**config.mk**
```make
export PLATFORM = sky130hd
export DESIGN_NAME = bcd_hex_display
export DESIGN_NICKNAME = d
export VERILOG_FILES = /design/src/rtl/bcd_hex_display.sv
export SDC_FILE = /design/constraint.sdc
export NUM_CORES = 1
export LEC_CHECK = 0
export ABC_AREA = 1
export CELL_PAD_IN_SITES_DETAIL_PLACEMENT = 0
export CELL_PAD_IN_SITES_GLOBAL_PLACEMENT = 1
export CORE_AREA = 2 2 135 137
export CTS_CLUSTER_DIAMETER = 200
export DETAILED_ROUTE_END_ITERATION = 10
export DIE_AREA = 0 0 137 139
export HOLD_SLACK_MARGIN = 0.15
export PLACE_DENSITY_LB_ADDON = 0.05
export SYNTH_ARGS = -nofsm -noshare
export SYNTH_HDL_FRONTEND = slang
export SYNTH_SLANG_ARGS = --single-unit
```
**constraint.sdc**
```tcl
create_clock -name clk -period 3.84 [get_ports clk]
set_input_delay 0.384 -clock clk [delete_from_list [all_inputs] [get_ports clk]]
set_output_delay 0.384 -clock clk [all_outputs]
set_load 0.05 [all_outputs]
```
**src/rtl/bcd_hex_display.sv**
```systemverilog
// Sequential double-dabble converter from a 32-bit register value to eight
// active-low seven-segment digits. It re-samples the input after every conversion.
module bcd_hex_display #(
  parameter bit BLANK_LEADING = 1'b1,
  parameter int WIDTH         = 32
) (
  input  logic             clk,
  input  logic             rst,
  input  logic [WIDTH-1:0] value_in,
  output logic [6:0]       HEX0,
  output logic [6:0]       HEX1,
  output logic [6:0]       HEX2,
  output logic [6:0]       HEX3,
  output logic [6:0]       HEX4,
  output logic [6:0]       HEX5,
  output logic [6:0]       HEX6,
  output logic [6:0]       HEX7,
  output logic             done,
  output logic             overflow
);

  // state | meaning
  // LOAD  | capture value_in, clear accumulator (also the done cycle)
  // SHIFT | one add-3/shift iteration per input bit, MSB first
  typedef enum logic {LOAD = 1'b0, SHIFT = 1'b1} state_t;

  localparam int NDIG = 10;
  localparam int BCDW = 4 * NDIG;
  localparam int CW   = $clog2(WIDTH + 1);

  localparam logic [6:0] SEG_BLANK = 7'h7F;
  localparam logic [6:0] SEG_DASH  = 7'b0111111;

  state_t           r_state;
  state_t           w_state_next;
  logic             w_last;
  logic [WIDTH-1:0] r_shreg;
  logic [BCDW-1:0]  r_bcd;
  logic [CW-1:0]    r_cnt;
  logic             r_done;
  logic             r_overflow;
  logic [6:0]       r_hex [8];

  logic [BCDW-1:0]  w_bcd_adj;
  logic [BCDW-1:0]  w_bcd_next;
  logic             w_ovf;
  logic [7:0]       w_zero_hi;
  logic [6:0]       w_hex_next [8];

  function automatic logic [6:0] seg_decode(input logic [3:0] d);
    logic [6:0] s;
    case (d)
      4'd0:    s = 7'b1000000;
      4'd1:    s = 7'b1111001;
      4'd2:    s = 7'b0100100;
      4'd3:    s = 7'b0110000;
      4'd4:    s = 7'b0011001;
      4'd5:    s = 7'b0010010;
      4'd6:    s = 7'b0000010;
      4'd7:    s = 7'b1111000;
      4'd8:    s = 7'b0000000;
      4'd9:    s = 7'b0010000;
      default: s = SEG_BLANK;
    endcase
    return s;
  endfunction

  always_ff @(posedge clk) begin
    if (rst) r_state <= LOAD;
    else     r_state <= w_state_next;
  end

  always_comb begin
    w_state_next = r_state;
    w_last       = 1'b0;
    case (r_state)
      LOAD:  w_state_next = SHIFT;
      SHIFT: begin
        if (r_cnt == CW'(WIDTH - 1)) begin
          w_last       = 1'b1;
          w_state_next = LOAD;
        end
      end
      default: w_state_next = LOAD;
    endcase
  end

  // Add-3 correction on each digit, then shift the next input bit in.
  always_comb begin
    w_bcd_adj = '0;
    for (int i = 0; i < NDIG; i++) begin
      if (r_bcd[4*i +: 4] >= 4'd5) w_bcd_adj[4*i +: 4] = r_bcd[4*i +: 4] + 4'd3;
      else                         w_bcd_adj[4*i +: 4] = r_bcd[4*i +: 4];
    end
    w_bcd_next = {w_bcd_adj[BCDW-2:0], r_shreg[WIDTH-1]};
  end

  assign w_ovf = |w_bcd_next[BCDW-1:32];

  // w_zero_hi[i] is set when digit i and every digit above it (up to 7) are zero.
  always_comb begin
    w_zero_hi    = '0;
    w_zero_hi[7] = (w_bcd_next[31:28] == 4'd0);
    for (int i = 6; i >= 1; i--) begin
      w_zero_hi[i] = w_zero_hi[i+1] && (w_bcd_next[4*i +: 4] == 4'd0);
    end
  end

  always_comb begin
    for (int i = 0; i < 8; i++) begin
      w_hex_next[i] = seg_decode(w_bcd_next[4*i +: 4]);
      if (w_ovf)                           w_hex_next[i] = SEG_DASH;
      else if (BLANK_LEADING && w_zero_hi[i]) w_hex_next[i] = SEG_BLANK;
    end
  end

  always_ff @(posedge clk) begin
    if (rst) begin
      r_shreg    <= '0;
      r_bcd      <= '0;
      r_cnt      <= '0;
      r_done     <= 1'b0;
      r_overflow <= 1'b0;
      for (int i = 0; i < 8; i++) r_hex[i] <= SEG_BLANK;
    end else begin
      r_done <= 1'b0;
      case (r_state)
        LOAD: begin
          r_shreg <= value_in;
          r_bcd   <= '0;
          r_cnt   <= '0;
        end
        SHIFT: begin
          r_shreg <= r_shreg << 1;
          r_bcd   <= w_bcd_next;
          r_cnt   <= r_cnt + CW'(1);
          if (w_last) begin
            for (int i = 0; i < 8; i++) r_hex[i] <= w_hex_next[i];
            r_overflow <= w_ovf;
            r_done     <= 1'b1;
          end
        end
        default: r_cnt <= '0;
      endcase
    end
  end

  assign HEX0     = r_hex[0];
  assign HEX1     = r_hex[1];
  assign HEX2     = r_hex[2];
  assign HEX3     = r_hex[3];
  assign HEX4     = r_hex[4];
  assign HEX5     = r_hex[5];
  assign HEX6     = r_hex[6];
  assign HEX7     = r_hex[7];
  assign done     = r_done;
  assign overflow = r_overflow;

endmodule

```
Word-level counts from Yosys, hierarchy flattened
Memories as Yosys holds them, arrays and structs flattened.
Index checks and enable logic that the tools add are counted.
{"block": "totals", "romBits": 896, "regBits": 81, "memories": 9, "mem_bits_rw": 56, "wordCells": 107, "input_bits": 34, "output_inout_bits": 58}
{"block": "op_classes", "add_sub_neg": 11, "magnitude_cmp": 10, "n_reduce_logical": 15, "n_mux": 46, "bitwise": 9, "n_eq_ne": 1}
{"name": "(no name shown)", "depth": 16, "word_bits": 7, "read_ports": 1, "rd_ports_with_merged_regs": 0, "wr": 0, "line": "52", "source": "case (d)"}
{"name": "(no name shown)", "depth": 16, "word_bits": 7, "read_ports": 1, "rd_ports_with_merged_regs": 0, "wr": 0, "line": "52"}
{"name": "(no name shown)", "depth": 16, "word_bits": 7, "read_ports": 1, "rd_ports_with_merged_regs": 0, "wr": 0, "line": "52"}
{"name": "(no name shown)", "depth": 16, "word_bits": 7, "read_ports": 1, "rd_ports_with_merged_regs": 0, "wr": 0, "line": "52"}
{"name": "(no name shown)", "depth": 16, "word_bits": 7, "read_ports": 1, "rd_ports_with_merged_regs": 0, "wr": 0, "line": "52"}
{"name": "(no name shown)", "depth": 16, "word_bits": 7, "read_ports": 1, "rd_ports_with_merged_regs": 0, "wr": 0, "line": "52"}
{"name": "3 more memories"}
{"operator": "$mux 7", "n": 23}
{"operator": "$pmux 40 s2", "n": 1}
{"operator": "$pmux 32 s2", "n": 1}
{"operator": "$ge 4x3->1 const B", "n": 10}
{"operator": "$add 4x2->4 const B", "n": 9}
{"operator": "$mux 4", "n": 9}
{"operator": "$logic_not 4->1", "n": 7}
{"operator": "$pmux 6 s2", "n": 1}
{"operator": "$mux 1", "n": 9}
{"operator": "$or 1x1->1", "n": 8}
{"operator": "$reduce_or 8->1", "n": 1}
{"operator": "$add 6x1->6 const B", "n": 1}
{"operator": "$eq 6x5->1 const B", "n": 1}
{"operator": "$logic_and 1x1->1", "n": 6}
{"operator": "$add 3x2->3 const B", "n": 1}
{"operator": "$mux 3", "n": 1}
{"operator": "$pmux 1 s2", "n": 1}
{"operator": "$reduce_and 2->1", "n": 1}
{"operator": "$not 1->1", "n": 1}

Logic depth before layout (Yosys ltp)
Gate-level depths: netlist of the first run.
{"block": "logic_depth", "word_depth": 12, "ltp_mapped": 16, "depth_no_buf": 16}

Least setup slack after synthesis of the first run
OpenSTA, ideal clock, no wires.
{"block": "synth_path", "path_type": "register -> register", "start": "register r_cnt[0]", "end": "memory r_hex[0][0] (enable)", "path_slack_ps": 1356, "stages_incl_launch_ff": 10, "synth_period_minus_slack_ps": 2484, "arrival_time_ps": 2073, "t_required_ps": 3430, "setup_ps": 410, "path_buffers": 0, "cell_sequence": "dfxtp_1 ha_1 nand2_1 inv_2 nand2_1 nor2_1 nand3_1 inv_1 nor2_1 inv_1"}
{"element": "from (decl)", "line": "39", "source": "logic [CW-1:0] r_cnt;"}
{"element": "from (signal assigned)", "line": "136", "source": "r_cnt <= r_cnt + CW'(1);"}
{"element": "to (decl)", "line": "42", "source": "logic [6:0] r_hex [8];"}

==> results.yml, run 1 <==
layout:
  final_area_um2: 8690
  n_antenna_cell: 0
  drive_gt1_frac: 0.0983
  layout.cells.non_filler: 1134
  nets: 982
  area_delta_synth_final_pct: 26.1
routing:
  vias: 5353
  drc: 0
  wl_per_cell_um: 12.7
  drt_iter0_markers: 258
  final_antenna_net_count: 0
  wl_um: 14400
  drt-pass1-iter-count: 5
  vias_per_cell: 4.72
worst_setup_path:
  cpPeakStageDelay_ns: 0.35
  path_class: "reg -> reg"
  cp_max_fo: 7
  cp-start-kind: "flop"
  crit_buf_inv: 2
  timing.rr.start: "r_bcd[20]"
  worstPathRequired_ns: 4.10
  worstPathArrival_ns: 2.89
  cp_cell_sequence: "inv_1 -> ha_1 -> inv_1 -> nand2_1 -> nand3_2 -> xor2_1 -> ha_1 -> nand3_1 -> nor2_1 -> nand3_4 -> nor2_8 -> nand2_2 -> a21oi_1"
  crit_path_end_kind: "flop"
  cp-startpoint: "r_bcd[20]"
  critPathTopFamily: "simple AND/OR/NAND/NOR gates"
  cpMaxStageDelayCell: "dfxtp_1"
synth:
  synth_common_cells: "159 x nand2_1, 103 x inv_1, 81 x dfxtp_1, 75 x nor2_1"
  synth-simple-area-share: 0.243
  synth.most_common_cell: "nand2_1"
  synth_top_family_by_area: "simple AND/OR/NAND/NOR gates"
  synth_mux_area_frac: 0
  synth.top_cell.area_share: 0.244
  synthesis.nets: 880
  synth_compound_area_frac: 0.0815
  netlist_area_um2: 6890
  ys_ff_latch: 137
  synth-edff-count: 56
  synth-adder-area-share: 0.102
  netlist_instances: 790
  synthArstFlopShare: 0
  synth-seq-area-share: 0.479
  synth_ff_type: "dfxtp_1"
  synth_top_area_cell: "edfxtp_1"
  syn-mean-instance-area_um2: 8.72
  yosysUniqueCellTypes: 46
  synth_area_leaders: "edfxtp_1 24%, dfxtp_1 24%, ha_1 10%"
  synth-xor-area-share: 0.0229
  yosysWarnings: 0
clock_tree:
  numCtsBuffers: 17
  numClockSinks: 137
  root_buffer: "clkbuf_16"
  htreeDepth: 4
  hold_buffers: 0
  post_cts_buffers: 0
  clk_pin_slew_ns: 0.06
  cts_tree: "done"
  cts.repair.resized: 0
  ctsLongestPathBuffers: 2
  clock_latency_ns: 0.41
global_route:
  grt_usage: 0.160
  grt_first_pass_wirelength_um: 24100
  grt_pass1_vias: 5129
  grt_start_max_net_pins: 34
  antenna_found_initial: 0
  gr-total-overflow: 0
floorplanning:
  chipHeight_um: 139
  coreArea_um2: 17700
  initial_core_util: 0.390
  die-width_um: 137
  ioPinCount: 92
  rows: 49
  die-area_um2: 19000
timing:
  worstMarginPinSlew_ns: 0.951
  finClkSkew_ns: 0.0100
  slew_headroom: 0.365
  min_period_over_period: 0.684
  hold_slack_ns: 0.418
  fmax_ghz: 0.381
  hold_viol: 0
  final_max_slew_viol_count: 0
  rsz0062_at_grt: "false"
  min_period_ns: 2.63
  setup_viol: 0
  finalSetupTns_ns: 0
power:
  switching_share: 0.209
  p_int_mw: 2.61
  p_sw_mw: 0.693
  power_frac_seq: 0.465
  irDropWorstVdd_mv: 0.298
  clock_power_share: 0.502
  p_leak_nw: 3.57
  powerDensity_nw_per_um2: 381
  combPwrFrac: 0.032
place:
  dp_hpwl_um: 10700
  gp_congestion: 0.801
  postPlaceCellArea_um2: 8070
  io_buffers: 91
  dp_cells: 1102
status:
  outcome: "finished, final reports clean"
flow_run:
  cap_violations: 0
min_path:
  holdCritStartpoint: "r_shreg[26]"
  hold_path_class: "reg -> reg"
worst min-delay path, stage by stage, from the launching register on:
cell     delay [ns]
dfxtp_1        0.30
nand2_1        0.05
nand2_1        0.04
area by class of cell:
class | count | area [µm²]
timing repair buffer | 97 | 956
clock inverter | 13 | 136
fill | 1651 | 8970
clock buffer | 19 | 475
sequential | 137 | 3300
multi-input combinational | 525 | 3100
tap | 229 | 287
inverter | 114 | 430
path summary, 6_finish.rpt:
kind             endpoint  slack [ns]  cells past startpoint
min           r_shreg[27]        0.42                      2
min reg2reg   r_shreg[27]        0.42                      2
max reg2reg  r_hex[0][27]        1.21                     13
max          r_hex[0][27]        1.21                     13
power groups by stage:
stage                     Sequential [mW]  Clock [mW]  Combinational (mW)
after floorplan                      1.57           0              0.0510
after global routing                 1.54        1.77               0.120
after CTS                            1.54        1.70               0.109
after detailed placement             1.57           0               0.108
after global placement               1.57           0               0.107
final                                1.54        1.66               0.106
layout by cell type (no fill, tap or decap), types with 19 or more instances in the layout:
master / Yosys / final
clkbuf_16: 0 / 19
clkdlybuf4s50_1: 0 / 91
dfxtp_1: 81 / 81
edfxtp_1: 56 / 56
ha_1: 56 / 56
inv_1: 103 / 102
nand2_1: 159 / 159
nand3_1: 53 / 53
nor2_1: 75 / 74
o21ai_0: 55 / 55
cells by family (layout without fill, tap and decap cells):
group                      count (synthesis)  in the layout
buffers and inverters                    128            243
xor gates and xnor gates                  18             18
and+or+nand+nor                          352            352
DFF                                      137            137
adders and majority gates                 56             56
AOI/OAI and AO/OA                         99             99
stage by stage:
step	power [mW]	setup slack, ns	util
6_report	3.31	1.21	0.492
5_1_grt	3.43	0.944	0.492
4_1_cts	3.35	1.22	0.492
3_5_place_dp	1.68	1.26	0.457
3_3_place_gp	1.68	1.29	0.457
2_1_floorplan	1.62	1.36	-
per-layer routing:
| metal | vias up | GRT usage | part of all wire |
|---|---|---|---|
| met4 | 0 | 0.0564 | 0.020 |
| met2 | 121 | 0.251 | 0.46 |
| met1 | 2431 | 0.211 | 0.48 |
| li1 | 2778 | - | - |
| met5 | - | 0 | 0 |
| met3 | 23 | 0.0431 | 0.040 |
sequential cells by signal, indices dropped and copies added, names as in the netlist:
name      flops
r_hex        56
r_bcd        40
r_shreg      32
r_cnt         6
done          1
overflow      1
r_state       1
Note: power is estimated with default switching activity, not from simulation.
==> run 2: changes to the inputs <==
- clock period: 3.84 -> 2.58 ns (I/O delays scaled with it)
==> results.yml, run 2 (same netlist as run 1, synthesis figures left out) <==
status:
  outcome: "finished, final reports clean"
timing:
  slew_headroom: 0.648
  finClkSkew_ns: 0.00690
  min_period_ns: 2.35
  setup_viol: 0
  hold_viol: 0
  layout_setup_ws_ns: 0.227
  finalSetupTns_ns: 0
  hold_slack_ns: 0.408
  final_max_slew_viol_count: 0
  fmax_ghz: 0.425
  worstMarginPinSlew_ns: 0.526
  min_period_over_period: 0.912
place:
  dp_cells: 1111
  dp_hpwl_um: 10500
  io_buffers: 91
  pre_cts_ws_ns: -0.0157
  postPlaceCellArea_um2: 8150
  gp_congestion: 0.854
routing:
  wl_per_cell_um: 12.3
  vias: 5353
  vias_per_cell: 4.68
  final_antenna_net_count: 0
  wl_met2_um: 6710
  drt_iter0_markers: 324
  drt-pass1-iter-count: 5
  wl_um: 14100
  wl_met3_um: 484
  drc: 0
  wl_met1_um: 6700
  dr.max_layer_used: "met4"
floorplanning:
  rows: 49
  chipHeight_um: 139
  coreArea_um2: 17700
  die-width_um: 137
  initial_core_util: 0.390
  die-area_um2: 19000
  ioPinCount: 92
worst_setup_path:
  worstPathRequired_ns: 2.74
  cp-start-kind: "flop"
  rr_endpoint: "r_hex[1][1]"
  cpMaxStageDelayCell: "dfxtp_1"
  cp_cell_sequence: "inv_1 -> ha_1 -> inv_1 -> nand2_1 -> nand3_1 -> and2_1 -> inv_1 -> ha_1 -> inv_1 -> nor2_4 -> nand2_4 -> nor2_8 -> inv_1 -> nand2_2 -> nor2_4 -> nand2_1"
  path_class: "reg -> reg"
  worstPathArrival_ns: 2.51
  cp_max_fo: 5
  reg2reg_depth: 16
  timing.rr.start: "r_bcd[12]"
  crit_top_cell: "inv_1"
  r2r_slack_ns: 0.23
  cpPeakStageDelay_ns: 0.35
  crit_path_end_kind: "flop"
power:
  irDropWorstVdd_mv: 0.449
  p_leak_nw: 3.65
  power.total_mw: 4.83
  powerDensity_nw_per_um2: 545
min_path:
  holdPathStages: 3
  holdCritStartpoint: "value_in[22]"
  min_to: "r_shreg[22]"
  hold_path_class: "in -> reg"
layout:
  area_delta_synth_final_pct: 28.7
  fill_cells: 1623
  final_cell_mix: "158 x nand2_1, 100 x inv_1, 91 x clkdlybuf4s50_1"
  n_antenna_cell: 0
  largestRegisters: "r_hex (56), r_bcd (40), r_shreg (32)"
  final_area_um2: 8860
  layout.cells.non_filler: 1145
  largest_register: "r_hex"
  largest_reg_flops: 56
  nets: 993
  layout_commonest_cell: "nand2_1"
  final_util: 0.502
  drive_gt1_frac: 0.123
clock_tree:
  ctsLongestPathBuffers: 2
  clock_latency_ns: 0.41
  numClockSinks: 137
  cts_tree: "done"
  numCtsBuffers: 17
  root_buffer: "clkbuf_16"
  htreeDepth: 4
  clk_pin_slew_ns: 0.06
  hold_buffers: 0
global_route:
  grt_start_max_net_pins: 50
  grt_usage: 0.153
  grt_first_pass_wirelength_um: 23300
  grt_pass1_vias: 5048
  gr-total-overflow: 0
  antenna_found_initial: 0
flow_run:
  cap_violations: 0
-- run 2: critical path: cells and delay by family, from the launching register on --
family / cells / cell delay (ns)
flops: 1 / 0.35
simple gates: 9 / 0.93
buf+inv: 5 / 0.41
fa+ha+maj: 2 / 0.41
-- run 2: worst max-delay path by stage --
stage	slack (ns)	cells after the start	endpoint	from
6_report	0.23	16	r_hex[1][1]	r_bcd[12]
5_1_grt	-0.03	15	r_hex[1][6]	r_bcd[24]
4_1_cts	0.05	14	r_hex[1][17]	r_bcd[28]
3_5_place_dp	-0.02	13	r_hex[0][13]	r_bcd[24]
3_3_place_gp	0.13	13	r_hex[0][13]	r_bcd[24]
2_1_floorplan	0.1	9	r_hex[0][0]	r_cnt[0]
-- run 2: routing by layer --
layer	global-route usage	vias to the layer above
met2	0.251	100
li1	-	2808
met4	0.0548	0
met1	0.200	2426
met3	0.0300	19
met5	0	-
-- run 2: what timing repair did --
action	4_1_cts	5_1_grt
gates resized for setup	1	21
endpoints found under the setup margin	4	45
setup buffers	0	2
pin swaps	0	4
-- run 2: area by class of cell --
type / instances / area, µm² / area share
flip-flops and latches: 137 / 3310 / 0.373
well taps: 229 / 287 / 0.0323
multi-input cells: 525 / 3200 / 0.361
inverters: 114 / 430 / 0.0486
clock inverters: 9 / 82.6 / 0.00932
clock buffers: 23 / 510 / 0.0576
repair buffers: 108 / 1050 / 0.119
-- run 2: power breakdown --
group / switching [mW] / total, mW / internal, mW / leakage [nW]
clock: 0.888 / 2.38 / 1.49 / 0.299
sequential: 0.0107 / 2.29 / 2.28 / 1.04
combinational: 0.0859 / 0.160 / 0.0739 / 2.31
total: 0.984 / 4.83 / 3.85 / 3.65
==> run 3: changes to the inputs <==
- SETUP_SLACK_MARGIN: unset -> 0.3
==> results.yml, run 3 (same netlist as run 1, synthesis figures left out) <==
status:
  outcome: "finished, final reports clean"
timing:
  slew_headroom: 0.613
  worstMarginPinSlew_ns: 0.575
  final_max_slew_viol_count: 0
  rsz0062_at_grt: "true"
  hold_viol: 0
  min_period_over_period: 0.856
  min_period_ns: 2.21
  setup_viol: 0
  finalSetupTns_ns: 0
  fmax_ghz: 0.453
  finClkSkew_ns: 0.00906
routing:
  final_antenna_net_count: 0
  wl_per_cell_um: 12.7
  wl_um: 14700
  drt_iter0_markers: 313
  drt-pass1-iter-count: 5
  vias_per_cell: 4.69
  drc: 0
  vias: 5449
min_path:
  hold_path_class: "in -> reg"
floorplanning:
  initial_core_util: 0.390
  chipHeight_um: 139
  ioPinCount: 92
  die-area_um2: 19000
  die-width_um: 137
  coreArea_um2: 17700
  rows: 49
worst_setup_path:
  crit_path_end: "r_hex[1][7]"
  reg2reg_depth: 11
  timing.rr.start: "r_bcd[17]"
  worstPathArrival_ns: 2.36
  cp_max_fo: 5
  cp-start-kind: "flop"
  r2r_slack_ns: 0.37
  worstPathRequired_ns: 2.73
  path_class: "reg -> reg"
  crit_path_end_kind: "flop"
  rr_endpoint: "r_hex[1][7]"
  cp-startpoint: "r_bcd[17]"
power:
  p_leak_nw: 3.83
  powerDensity_nw_per_um2: 526
  irDropWorstVdd_mv: 0.452
global_route:
  grt_start_max_net_pins: 45
  grt_first_pass_wirelength_um: 24300
  gr-total-overflow: 0
  antenna_found_initial: 0
  grt_pass1_vias: 5355
  grt_usage: 0.160
layout:
  layout_commonest_cell: "nand2_1"
  drive_gt1_frac: 0.208
  largest_reg_flops: 56
  area_delta_synth_final_pct: 36.3
  largest_register: "r_hex"
  layout.cells.non_filler: 1162
  nets: 1011
  fill_cells: 1664
  n_antenna_cell: 0
  final_cell_mix: "148 x nand2_1, 91 x clkdlybuf4s50_1, 84 x inv_1"
  largestRegisters: "r_hex (56), r_bcd (40), r_shreg (32)"
place:
  io_buffers: 91
  dp_hpwl_um: 10500
  gp_congestion: 0.820
  dp_cells: 1110
flow_run:
  cap_violations: 0
clock_tree:
  cts_tree: "done"
  clk_pin_slew_ns: 0.06
  clock_latency_ns: 0.42
  htreeDepth: 4
  numClockSinks: 137
  hold_buffers: 0
  ctsLongestPathBuffers: 2
  root_buffer: "clkbuf_16"
  numCtsBuffers: 17
## run 3: cell types whose count changed in the layout (fill, tap and decap cells not counted), moves of 8 or more
cell     delta
inv_2      +12
inv_1      -16
dfxtp_1    -13
dfxtp_2    +11
buf_4      +14
nand2_2     +8
nand2_1    -10
## run 3: critical path: stages, from the launching register on
cell	delay, ns
dfxtp_2	0.33
buf_12	0.12
o21ai_0	0.22
xor2_1	0.29
nand2_4	0.08
ha_2	0.22
nand3_4	0.11
nor2_4	0.05
nand3_4	0.10
nand3_1	0.15
nor2_4	0.17
o21ai_0	0.10
## run 3: final cells by class
cell class,instances,area [µm²],share of cell area
Clock buffer,23,542,0.0577
Inverter,114,445,0.0474
Clock inverter,8,77.6,0.00826
Multi-Input combinational cell,525,3480,0.371
Sequential cell,137,3330,0.354
Timing Repair Buffer,126,1230,0.131
Tap cell,229,287,0.0305
## run 3: worst min path at each step
stage | startpoint | end | slack (ns) | cells after the start
3_5_place_dp | r_shreg[21] | r_shreg[22] | 0.41 | 2
3_3_place_gp | r_shreg[27] | r_shreg[28] | 0.40 | 2
5_1_grt | value_in[23] | r_shreg[23] | 0.40 | 3
6_report | value_in[23] | r_shreg[23] | 0.40 | 3
2_1_floorplan | rst | r_shreg[0] | 0.33 | 1
4_1_cts | value_in[23] | r_shreg[23] | 0.38 | 3
## run 3: power by group
group,internal (mW),switching (mW)
combinational,0.0767,0.0887
clock,1.57,0.913
sequential,2.28,0.0109
total,3.93,1.01
## run 3: metrics by stage
stage	utilization	setup WS, ns	area (µm²)	power [mW]	hold slack, ns
global placement	0.462	0.145	8170	2.50	0.400
global route	0.532	0.242	9390	5.11	0.397
finish	0.532	0.373	9390	4.94	0.398
floorplan	-	0.312	6900	2.41	0.334
detailed placement	0.462	0.0496	8170	2.51	0.407
CTS	0.509	0.305	8980	5.02	0.381
## run 3: metal layers
metal | vias to the layer above | wire length (µm) | track usage | share of wire
li1 | 2831 | - | - | -
met1 | 2507 | 6670 | 0.204 | 0.45
met2 | 92 | 7300 | 0.261 | 0.50
met3 | 19 | 502 | 0.0362 | 0.034
met4 | 0 | 260 | 0.0635 | 0.018
met5 | - | 0 | 0 | 0
## run 3: timing repair
action | CTS | global route
resized for setup | 38 | 83
setup endpoints to repair | 47 | 53
pin swaps | 15 | 30
buffers inserted | 4 | 17
